File: src/rtl/ps2_rx_fifo_if.sv
// Host-side bus of the PS/2 receiver: pop handshake, FIFO head/occupancy, sticky flags.
interface ps2_rx_fifo_if #(
  parameter int unsigned ADDR_W = 3
);
  logic              clear;
  logic              rd;
  logic              rda;
  logic [7:0]        data;
  logic [ADDR_W:0]   count;
  logic              parity_err;
  logic              frame_err;
  logic              overflow;

  // Register block side: issues clear/rd, observes status.
  modport master (
    output clear, rd,
    input  rda, data, count, parity_err, frame_err, overflow
  );

  // Receiver side.
  modport slave (
    input  clear, rd,
    output rda, data, count, parity_err, frame_err, overflow
  );
endinterface

File: src/rtl/ps2_rx_fifo.sv
// PS/2 device-to-host receiver on the system clock: pin conditioning, frame FSM,
// show-ahead scancode FIFO with pop handshake and sticky error flags.
module ps2_rx_fifo #(
  parameter int unsigned FIFO_DEPTH     = 8,
  parameter int unsigned ADDR_W         = 3,
  parameter int unsigned FILTER_LEN     = 8,
  parameter int unsigned TIMEOUT_CYCLES = 50000
) (
  input  logic          clk,
  input  logic          rst,
  input  logic          kbd_clk,
  input  logic          kbd_data,
  ps2_rx_fifo_if.slave  bus
);

  localparam int unsigned CNT_W = ADDR_W + 1;
  localparam int unsigned FLT_W = $clog2(FILTER_LEN);
  localparam int unsigned TMO_W = $clog2(TIMEOUT_CYCLES);

  typedef enum logic [1:0] {
    ST_IDLE,
    ST_DATA,
    ST_PARITY,
    ST_STOP
  } state_e;

  // ---------------------------------------------------------------- conditioning
  logic [1:0]       clk_sync_q;
  logic [1:0]       dat_sync_q;
  logic             filt_q;
  logic [FLT_W-1:0] flt_cnt_q;
  logic             flt_flip_c;
  logic             bit_ev_c;
  logic             bit_c;

  // Two-flop synchronisers; idle bus level is high.
  always_ff @(posedge clk or negedge rst) begin
    if (!rst) begin
      clk_sync_q <= 2'b11;
      dat_sync_q <= 2'b11;
    end else begin
      clk_sync_q <= {clk_sync_q[0], kbd_clk};
      dat_sync_q <= {dat_sync_q[0], kbd_data};
    end
  end

  // The filtered level flips on the FILTER_LEN-th consecutive differing sample.
  assign flt_flip_c = (clk_sync_q[1] != filt_q) &&
                      (flt_cnt_q == FLT_W'(FILTER_LEN - 1));
  assign bit_ev_c   = flt_flip_c & filt_q;
  assign bit_c      = dat_sync_q[1];

  // Glitch filter on the synchronised PS/2 clock.
  always_ff @(posedge clk or negedge rst) begin
    if (!rst) begin
      filt_q    <= 1'b1;
      flt_cnt_q <= '0;
    end else if (clk_sync_q[1] == filt_q) begin
      flt_cnt_q <= '0;
    end else if (flt_flip_c) begin
      filt_q    <= clk_sync_q[1];
      flt_cnt_q <= '0;
    end else begin
      flt_cnt_q <= flt_cnt_q + FLT_W'(1);
    end
  end

  // ---------------------------------------------------------------- frame FSM
  state_e           state_q, state_n;
  logic [7:0]       shift_q, shift_n;
  logic [2:0]       bit_cnt_q, bit_cnt_n;
  logic             par_q, par_n;
  logic [TMO_W-1:0] tmo_q, tmo_n;
  logic             push_c;
  logic             frame_set_c;
  logic             parity_set_c;

  // Frame state and datapath registers; clear aborts the frame in progress.
  always_ff @(posedge clk or negedge rst) begin
    if (!rst) begin
      state_q   <= ST_IDLE;
      shift_q   <= '0;
      bit_cnt_q <= '0;
      par_q     <= 1'b0;
      tmo_q     <= '0;
    end else if (bus.clear) begin
      state_q   <= ST_IDLE;
      shift_q   <= '0;
      bit_cnt_q <= '0;
      par_q     <= 1'b0;
      tmo_q     <= '0;
    end else begin
      state_q   <= state_n;
      shift_q   <= shift_n;
      bit_cnt_q <= bit_cnt_n;
      par_q     <= par_n;
      tmo_q     <= tmo_n;
    end
  end

  // Next-state: start/data/parity/stop sequencing and inter-bit timeout.
  always_comb begin
    state_n      = state_q;
    shift_n      = shift_q;
    bit_cnt_n    = bit_cnt_q;
    par_n        = par_q;
    tmo_n        = tmo_q;
    push_c       = 1'b0;
    frame_set_c  = 1'b0;
    parity_set_c = 1'b0;

    if (state_q == ST_IDLE) begin
      tmo_n = '0;
      if (bit_ev_c) begin
        if (!bit_c) begin
          state_n   = ST_DATA;
          bit_cnt_n = '0;
        end else begin
          frame_set_c = 1'b1;
        end
      end
    end else if (bit_ev_c) begin
      tmo_n = '0;
      case (state_q)
        ST_DATA: begin
          shift_n   = {bit_c, shift_q[7:1]};
          bit_cnt_n = bit_cnt_q + 3'd1;
          if (bit_cnt_q == 3'd7) state_n = ST_PARITY;
        end
        ST_PARITY: begin
          par_n   = bit_c;
          state_n = ST_STOP;
        end
        ST_STOP: begin
          state_n = ST_IDLE;
          if (!bit_c)                    frame_set_c  = 1'b1;
          else if ((^shift_q) ^ par_q)   push_c       = 1'b1;
          else                           parity_set_c = 1'b1;
        end
        default: state_n = ST_IDLE;
      endcase
    end else if (tmo_q == TMO_W'(TIMEOUT_CYCLES - 1)) begin
      state_n     = ST_IDLE;
      frame_set_c = 1'b1;
      tmo_n       = '0;
    end else begin
      tmo_n = tmo_q + TMO_W'(1);
    end
  end

  // ---------------------------------------------------------------- FIFO
  logic [7:0]        mem_q [FIFO_DEPTH];
  logic [ADDR_W-1:0] rd_ptr_q, rd_ptr_n;
  logic [ADDR_W-1:0] wr_ptr_q, wr_ptr_n;
  logic [CNT_W-1:0]  count_q, count_n;
  logic              rda_q;
  logic [7:0]        data_q, data_n;
  logic              parity_err_q, frame_err_q, overflow_q;
  logic              pop_c, full_c, wr_en_c, ovf_set_c;

  // Pointer/occupancy update and the next show-ahead head value.
  always_comb begin
    pop_c     = bus.rd & rda_q;
    full_c    = (count_q == CNT_W'(FIFO_DEPTH));
    wr_en_c   = push_c & (~full_c | pop_c);
    ovf_set_c = push_c & full_c & ~pop_c;
    rd_ptr_n  = rd_ptr_q + ADDR_W'(pop_c);
    wr_ptr_n  = wr_ptr_q + ADDR_W'(wr_en_c);
    count_n   = count_q + CNT_W'(wr_en_c) - CNT_W'(pop_c);
    data_n    = 8'hFF;
    if (count_n != '0) begin
      // The incoming byte lands directly at the head when the FIFO drains to it.
      if (wr_en_c && (wr_ptr_q == rd_ptr_n)) data_n = shift_q;
      else                                   data_n = mem_q[rd_ptr_n];
    end
  end

  // Storage array; a byte pushed alongside clear is discarded.
  always_ff @(posedge clk) begin
    if (wr_en_c && !bus.clear) mem_q[wr_ptr_q] <= shift_q;
  end

  // FIFO control, registered outputs and sticky error flags.
  always_ff @(posedge clk or negedge rst) begin
    if (!rst) begin
      rd_ptr_q     <= '0;
      wr_ptr_q     <= '0;
      count_q      <= '0;
      rda_q        <= 1'b0;
      data_q       <= 8'hFF;
      parity_err_q <= 1'b0;
      frame_err_q  <= 1'b0;
      overflow_q   <= 1'b0;
    end else if (bus.clear) begin
      rd_ptr_q     <= '0;
      wr_ptr_q     <= '0;
      count_q      <= '0;
      rda_q        <= 1'b0;
      data_q       <= 8'hFF;
      parity_err_q <= 1'b0;
      frame_err_q  <= 1'b0;
      overflow_q   <= 1'b0;
    end else begin
      rd_ptr_q     <= rd_ptr_n;
      wr_ptr_q     <= wr_ptr_n;
      count_q      <= count_n;
      rda_q        <= (count_n != '0);
      data_q       <= data_n;
      parity_err_q <= parity_err_q | parity_set_c;
      frame_err_q  <= frame_err_q | frame_set_c;
      overflow_q   <= overflow_q | ovf_set_c;
    end
  end

  assign bus.rda        = rda_q;
  assign bus.data       = data_q;
  assign bus.count      = count_q;
  assign bus.parity_err = parity_err_q;
  assign bus.frame_err  = frame_err_q;
  assign bus.overflow   = overflow_q;

endmodule

File: src/flat_wrapper.sv
// flat-port wrapper written by rule: the top's interface ports become plain ports
module ps2_rx_fifo_flat 
#(
  parameter int unsigned FIFO_DEPTH     = 8,
  parameter int unsigned ADDR_W         = 3,
  parameter int unsigned FILTER_LEN     = 8,
  parameter int unsigned TIMEOUT_CYCLES = 50000
)
  (clk, rst, kbd_clk, kbd_data, bus_clear, bus_rd, bus_rda, bus_data, bus_count, bus_parity_err, bus_frame_err, bus_overflow);
  ps2_rx_fifo_if #(.ADDR_W(ADDR_W)) bus_i ();
  input  logic clk;
  input  logic rst;
  input  logic kbd_clk;
  input  logic kbd_data;
  input wire logic [$bits(bus_i.clear)-1:0] bus_clear;
  input wire logic [$bits(bus_i.rd)-1:0] bus_rd;
  output wire logic [$bits(bus_i.rda)-1:0] bus_rda;
  output wire logic [$bits(bus_i.data)-1:0] bus_data;
  output wire logic [$bits(bus_i.count)-1:0] bus_count;
  output wire logic [$bits(bus_i.parity_err)-1:0] bus_parity_err;
  output wire logic [$bits(bus_i.frame_err)-1:0] bus_frame_err;
  output wire logic [$bits(bus_i.overflow)-1:0] bus_overflow;
  assign bus_i.clear = bus_clear;
  assign bus_i.rd = bus_rd;
  assign bus_rda = bus_i.rda;
  assign bus_data = bus_i.data;
  assign bus_count = bus_i.count;
  assign bus_parity_err = bus_i.parity_err;
  assign bus_frame_err = bus_i.frame_err;
  assign bus_overflow = bus_i.overflow;
  ps2_rx_fifo #(.FIFO_DEPTH(FIFO_DEPTH), .ADDR_W(ADDR_W), .FILTER_LEN(FILTER_LEN), .TIMEOUT_CYCLES(TIMEOUT_CYCLES)) u_core (.clk(clk), .rst(rst), .kbd_clk(kbd_clk), .kbd_data(kbd_data), .bus(bus_i));
endmodule
File: config.mk
export PLATFORM = sky130hd
export DESIGN_NAME = ps2_rx_fifo_flat
export DESIGN_NICKNAME = d
export VERILOG_FILES = /design/src/rtl/ps2_rx_fifo_if.sv /design/src/rtl/ps2_rx_fifo.sv /design/src/flat_wrapper.sv
export SDC_FILE = /design/constraint.sdc
export NUM_CORES = 1
export LEC_CHECK = 0
export CAP_MARGIN = 20
export CORE_UTILIZATION = 30
export DETAILED_ROUTE_END_ITERATION = 12
export HOLD_SLACK_MARGIN = 0.02
export REMOVE_ABC_BUFFERS = 1
export SLEW_MARGIN = 20
export SYNTH_ARGS = -nofsm -noshare
export SYNTH_HDL_FRONTEND = slang
export SYNTH_SLANG_ARGS = --single-unit
File: constraint.sdc
create_clock -name clk -period 7.8 [get_ports clk]
set_input_delay 0.78 -clock clk [delete_from_list [all_inputs] [get_ports clk]]
set_output_delay 0.78 -clock clk [all_outputs]
set_load 0.01 [all_outputs]
Yosys cells after proc, flatten, opt, wreduce, memory -nomap -nowiden
Memories as Yosys holds them, arrays and structs flattened.
Index checks and enable logic that the tools add are counted.
W data, S select, Z words.
{"block": "word_totals", "rom_bits": 0, "out_inout_bits": 16, "latchBits": 0, "memories": 1, "ramBits": 64, "ff_bits": 60}
{"name": "u_core.mem_q", "words": 8, "width": 8, "read_ports": 1, "rd_clocked_by_memory_dff": 0, "wr": 1, "line_no": "ps2_rx_fifo.sv:152", "rtl": "logic [7:0] mem_q [FIFO_DEPTH];"}
{"block": "op_classes", "n_eq_ne": 14, "magnitude_cmp": 0, "reduce_logical": 17, "addsub": 7, "div": 0, "multipliers": 0, "shifts": 0, "n_mux": 57, "n_bitwise": 13}
{"op": "$mux W16", "count": 4}
{"op": "$mux W8", "count": 7}
{"op": "$mux W3", "count": 10}
{"op": "$mux W1", "count": 27}
{"op": "$add A16 B1 Y16 const B", "count": 1}
{"op": "$eq A16 B16 Y1 const B", "count": 1}
{"op": "$mux W2", "count": 7}
{"op": "$reduce_and A3 Y1", "count": 3}
{"op": "$reduce_xor A8 Y1", "count": 1}
{"op": "$add A3 B1 Y3", "count": 2}
{"op": "$add A3 B1 Y3 const B", "count": 2}
{"op": "$eq A3 B3 Y1 const B", "count": 2}
{"op": "$reduce_bool A2 Y1", "count": 3}
{"op": "$reduce_bool A3 Y1", "count": 2}
{"op": "$and A1 B1 Y1", "count": 5}
{"op": "$ne A5 B5 Y1 const B", "count": 1}
{"op": "$add A4 B1 Y4", "count": 1}
{"op": "$eq A2 B2 Y1 const B", "count": 2}
{"op": "$eq A4 B4 Y1 const B", "count": 1}
{"op": "$mux W4", "count": 1}
{"op": "$or A1 B1 Y1", "count": 4}
{"op": "$pmux W2 S2", "count": 1}
{"op": "$reduce_and A4 Y1", "count": 1}
{"op": "$reduce_bool A4 Y1", "count": 1}
{"op": "14 further kinds", "count": 18}

Depth between registers and ports, before layout
{"block": "depth", "ltp_word": 13, "mapped_depth": 15, "ltp_nobuf": 13}

Worst setup path before layout
OpenSTA, ideal clock, no wires.
{"block": "synth_timing", "path_kind": "input port to flip-flop", "start": "input port bus_rd", "end": "register u_core.data_q[0] (netlist: u_core.bus.data[0])", "t_arrival_ns": 2.825, "cell_stages": 9, "slack_ns": 4.873, "n_path_buf": 2, "cell_sequence": "and2_1 -> ha_1 -> ha_1 -> clkbuf_1 -> buf_1 -> mux4_2 -> mux2_2 -> a31oi_1 -> o21ai_0"}
{"block": "synth_between", "elab_chain_len": 8}
{"element": "start, declared", "line_no": "flat_wrapper.sv:16", "rtl": "input wire logic [$bits(bus_i.rd)-1:0] bus_rd;"}
{"element": "$and A1 B1 Y1 (*)", "line_no": "ps2_rx_fifo.sv:163", "rtl": "pop_c = bus.rd & rda_q;"}
{"element": "$or A1 B1 Y1", "line_no": "ps2_rx_fifo.sv:165", "rtl": "wr_en_c = push_c & (~full_c | pop_c);"}
{"element": "$and A1 B1 Y1", "line_no": "ps2_rx_fifo.sv:165"}
{"element": "$add A4 B1 Y4", "line_no": "ps2_rx_fifo.sv:169", "rtl": "count_n = count_q + CNT_W'(wr_en_c) - CNT_W'(pop_c);"}
{"element": "$sub A4 B1 Y4", "line_no": "ps2_rx_fifo.sv:169"}
{"element": "$reduce_bool A4 Y1", "line_no": "ps2_rx_fifo.sv:171", "rtl": "if (count_n != '0) begin"}
{"element": "$mux W8 (*)", "line_no": "ps2_rx_fifo.sv:171"}
{"element": "$mux W8 (*)", "line_no": "ps2_rx_fifo.sv:194", "rtl": "end else if (bus.clear) begin"}
{"element": "end signal, assigned", "line_no": "ps2_rx_fifo.sv:208", "rtl": "data_q <= data_n;"}
{"element": "end, declared", "line_no": "ps2_rx_fifo.sv:157", "rtl": "logic [7:0] data_q, data_n;"}
Mark *: on every way between the ends. The rest lies on a longest branch, timed or not.
A chain may end at the register's enable or synchronous reset.

Final worst setup path
{"block": "layout_timing", "start": "register u_core.shift_q[2]", "end": "register u_core.data_q[3] (netlist: u_core.bus.data[3])"}
{"block": "layout_between", "elab_chain_len": 13}
{"element": "start, declared", "line_no": "ps2_rx_fifo.sv:70", "rtl": "logic [7:0] shift_q, shift_n;"}
{"element": "start signal, assigned", "line_no": "ps2_rx_fifo.sv:94", "rtl": "shift_q <= shift_n;"}
{"element": "$reduce_xor A8 Y1 (*)", "line_no": "ps2_rx_fifo.sv:137", "rtl": "else if ((^shift_q) ^ par_q) push_c = 1'b1;"}
{"element": "$xor A1 B1 Y1 (*)", "line_no": "ps2_rx_fifo.sv:137"}
{"element": "$mux W1 (*)", "line_no": "ps2_rx_fifo.sv:137"}
{"element": "$mux W1 (*)", "line_no": "ps2_rx_fifo.sv:136", "rtl": "if (!bit_c) frame_set_c = 1'b1;"}
{"element": "$mux W1 (*)", "line_no": "ps2_rx_fifo.sv:124", "rtl": "case (state_q)"}
{"element": "$mux W1 (*)", "line_no": "ps2_rx_fifo.sv:122", "rtl": "end else if (bit_ev_c) begin"}
{"element": "$mux W1 (*)", "line_no": "ps2_rx_fifo.sv:112", "rtl": "if (state_q == ST_IDLE) begin"}
{"element": "$and A1 B1 Y1 (*)", "line_no": "ps2_rx_fifo.sv:165"}
{"element": "$add A4 B1 Y4", "line_no": "ps2_rx_fifo.sv:169"}
{"element": "$sub A4 B1 Y4", "line_no": "ps2_rx_fifo.sv:169"}
{"element": "$reduce_bool A4 Y1", "line_no": "ps2_rx_fifo.sv:171"}
{"element": "$mux W8 (*)", "line_no": "ps2_rx_fifo.sv:171"}
{"element": "$mux W8 (*)", "line_no": "ps2_rx_fifo.sv:194"}
Marks and branches as above.

==> summary.md <==
| Metric | Value |
|---|---|
| Multi-input gate area | `1910 um2` |
| CTS tree | `done` |
| Post-layout net count | `447` |
| Synthesis Warnings | `0` |
| Largest family of logic cells by synthesized area | `simple AND/OR/NAND/NOR gates` |
| Crit path kind | `register to register` |
| Period utilization | `49.3%` |
| Leakage | `2.38 nW` |
| Gate power share | `19.1%` |
| Int Power | `1.37 mW` |
| Slack of the critical path | `3.95 ns` |
| Reg power frac | `41.0%` |
| Startpoint Class | `register` |
| Switching share of power | `26.8%` |
| Flops & latches, synth | `124` |
| Compound-Gate Fraction of Synth Area | `4.66%` |
| Largest net degree at the start of global routing | `61` |
| Synthesized area | `5450 um2` |
| Sequential element share of the synthesized area | `63.1%` |
| Total grt overflow | `0` |
| Slew HR | `28.6%` |
| Final hold slack | `0.355 ns` |
| RSZ-0062 raised after global routing | `no` |
| Asr flop ratio synth | `48.4%` |
| Placed instance count | `628` |
| Final min period | `3.85 ns` |
| Area share of and/or/nand/nor cells after synthesis | `11.7%` |
| Reg2reg end | `u_core.bus.data[3]` |
| Biggest area consumer among synthesized cells | `edfxtp_1` |
| Synth Area in XOR/XNOR | `5.37%` |
| Max-Cap Viols | `0` |
| Psw | `500 uW` |
| Fin util | `36.8%` |
| Die height | `137 um` |
| Cells after Synth | `395` |
| FF+latch area | `3440 um2` |
| DRT iter0 DRCs | `197` |
| # Post-CTS Setup Buffers | `0` |
| Cell Pwr Density | `289 nW/um2` |
| Critical Path Source | `u_core.shift_q[2]` |
| Tot Pwr | `1.87 mW` |
| Fmax | `0.260 GHz` |
| Outcome | `complete, no violations` |
| FILL cells | `1703` |
| Final WL | `11100 um` |
| Mux cell area share after synthesis | `8.68%` |
| DR pass1 iterations | `4` |
| Layout cells sized above 1 | `18.4%` |
| Port Buffers | `21` |
| Antenna violations before repair | `0` |
| Die Wd | `137 um` |
| Synth Flop Type | `edfxtp_1` |
| Vias in the first global route | `3321` |
| Post-route cell area | `6460 um2` |
| DR vias | `3148` |
| DR vias/cell | `4.77` |
| Most common cell in the netlist | `edfxtp_1` |
| IO Pins | `22` |
| Hold_sp | `u_core.clk_sync_q[0]` |
| Routed len/inst | `16.8 um` |
| Overall routing resource usage | `12.8%` |
| Clock transition at the registers of the reported paths | `0.06 ns` |
| Synth top cells by count | `64 x edfxtp_1, 47 x dfrtp_1, 37 x nor2_1` |
| Worst-skew pair later-pin latency | `0.41 ns` |
| Die area | `18700 um2` |
| # setup viols final | `0` |
| Crit path max fanout | `12` |
| Post-DRT Antenna Nets | `0` |
| CTS max path bufs | `2` |
| Hold Path Class | `register to register` |
| Maximum VDD drop | `0.000160 V` |
| Pre-CTS setup slack | `3.88 ns` |
| Crit. End Element | `register` |
| Final GP Congestion | `0.790` |
| Synth unique cells | `42` |
| CTS Buf Count | `17` |
| PostCTS Resize Cnt | `0` |
| Starting Density | `31.1%` |
| Adder-Cell Fraction of Synth Area | `4.50%` |
| Detailed placement HPWL | `6950 um` |
| Area grow syn2layout | `18.5%` |
| Rows | `48` |
| Worst Hold Path EP | `u_core.clk_sync_q[1]` |
| First-pass GRT wire length | `17600 um` |
| Register-to-register setup slack | `3.95 ns` |
| Synth top area cells | `edfxtp_1 35%, dfrtp_1 22%, mux4_2 6.6%` |
| Clock Skew | `0.00929 ns` |
| Layout Cells excl Fill | `660` |
| Post-Syn Area per Cell | `13.8 um2` |
| Top cell type's share of synthesized area | `35.3%` |
| Area after DPL | `5900 um2` |
| Critical Path AT | `4.15 ns` |
| H-tree Lvls | `4` |
| Setup TNS Final | `0 ns` |
| Final Hold Viols | `0` |
| Hold_buf cts | `0` |
| Max Slew Vio Count | `0` |
| Clk root buf | `clkbuf_16` |
| ANT cells | `0` |
| Post-synth EDFFs | `64` |
| DRC errors left | `0` |
| Core area | `17500 um2` |
| Data required, critical path | `8.10 ns` |
| Origin of the critical flop-to-flop path | `u_core.shift_q[2]` |
| Clock group share of total power | `39.9%` |
| CTS Sinks | `124` |
| R2R depth | `10` |
| Worst slew pin tran | `1.07 ns` |
| Hold Path Depth | `0` |
-- cells in the final DEF (no fill, tap or decap), drive strengths merged, types with 10 or more instances in the layout --
cell	n
mux4	16
clkbuf	17
clkdlybuf4s50	20
dfrtp	47
xnor2	17
inv	18
nor2	37
a21oi	20
edfxtp	64
ha	18
mux2	10
nand2	20
dfstp	13
xor2	12
nand3	18
-- kinds of logic (layout without fill, tap and decap cells) --
family,count (synthesis),after routing
buffers and inverters,27,67
and+or+nand+nor,125,125
adders and majority gates,19,19
DFF,124,124
muxes,26,26
AOI/OAI and AO/OA,44,44
xor gates and xnor gates,30,30
-- how the worst max path moves through the flow --
stage          slack, ns  cells after the start            endpoint
2_1_floorplan       4.66                     10  u_core.bus.data[0]
3_3_place_gp        4.08                     11  u_core.bus.data[7]
3_5_place_dp        3.88                     11  u_core.bus.data[0]
4_1_cts             3.95                     10  u_core.bus.data[0]
5_1_grt             3.69                     10  u_core.bus.data[1]
6_report            3.95                     10  u_core.bus.data[3]
-- power by group through the flow --
stage	clock network, mW	registers (mW)	logic [mW]
2_1_floorplan	0	0.783	0.217
3_3_place_gp	0	0.776	0.354
3_5_place_dp	0	0.778	0.361
4_1_cts	0.762	0.765	0.364
5_1_grt	0.791	0.768	0.394
6_report	0.745	0.765	0.356
-- critical path: stages, from the launching register on --
cell	delay, ns
dfrtp_1	0.55
xor2_1	0.18
xnor3_2	0.48
xnor2_1	0.75
nor2_1	0.18
ha_1	0.27
inv_1	0.07
fa_1	0.43
nor3b_1	0.16
a21oi_1	0.45
o21ai_0	0.22
-- registers in the layout (all words and copies together) (netlist names), 3 cells and up --
signal / cells
u_core.bit_cnt_q: 3
u_core.mem_q: 64
u_core.flt_cnt_q: 3
u_core.shift_q: 8
u_core.wr_ptr_q: 3
u_core.tmo_q: 16
u_core.rd_ptr_q: 3
u_core.bus.count: 4
u_core.bus.data: 8
-- area by class of cell --
type                            count  area share (%)
Clock buffer                       17            6.59
Timing Repair Buffer               24            3.53
Inverter                           11           0.639
Tap cell                          225            4.36
Multi-Input combinational cell    244            29.5
Clock inverter                     15            2.09
Sequential cell                   124            53.3
-- routing by layer --
layer	track usage (%)	part of all wire, %
met1	16.1	46
met2	20.2	49
met3	4.85	4.5
met4	4.21	0.54
met5	0	0
No activity file was read; power rests on OpenSTA's default activity.
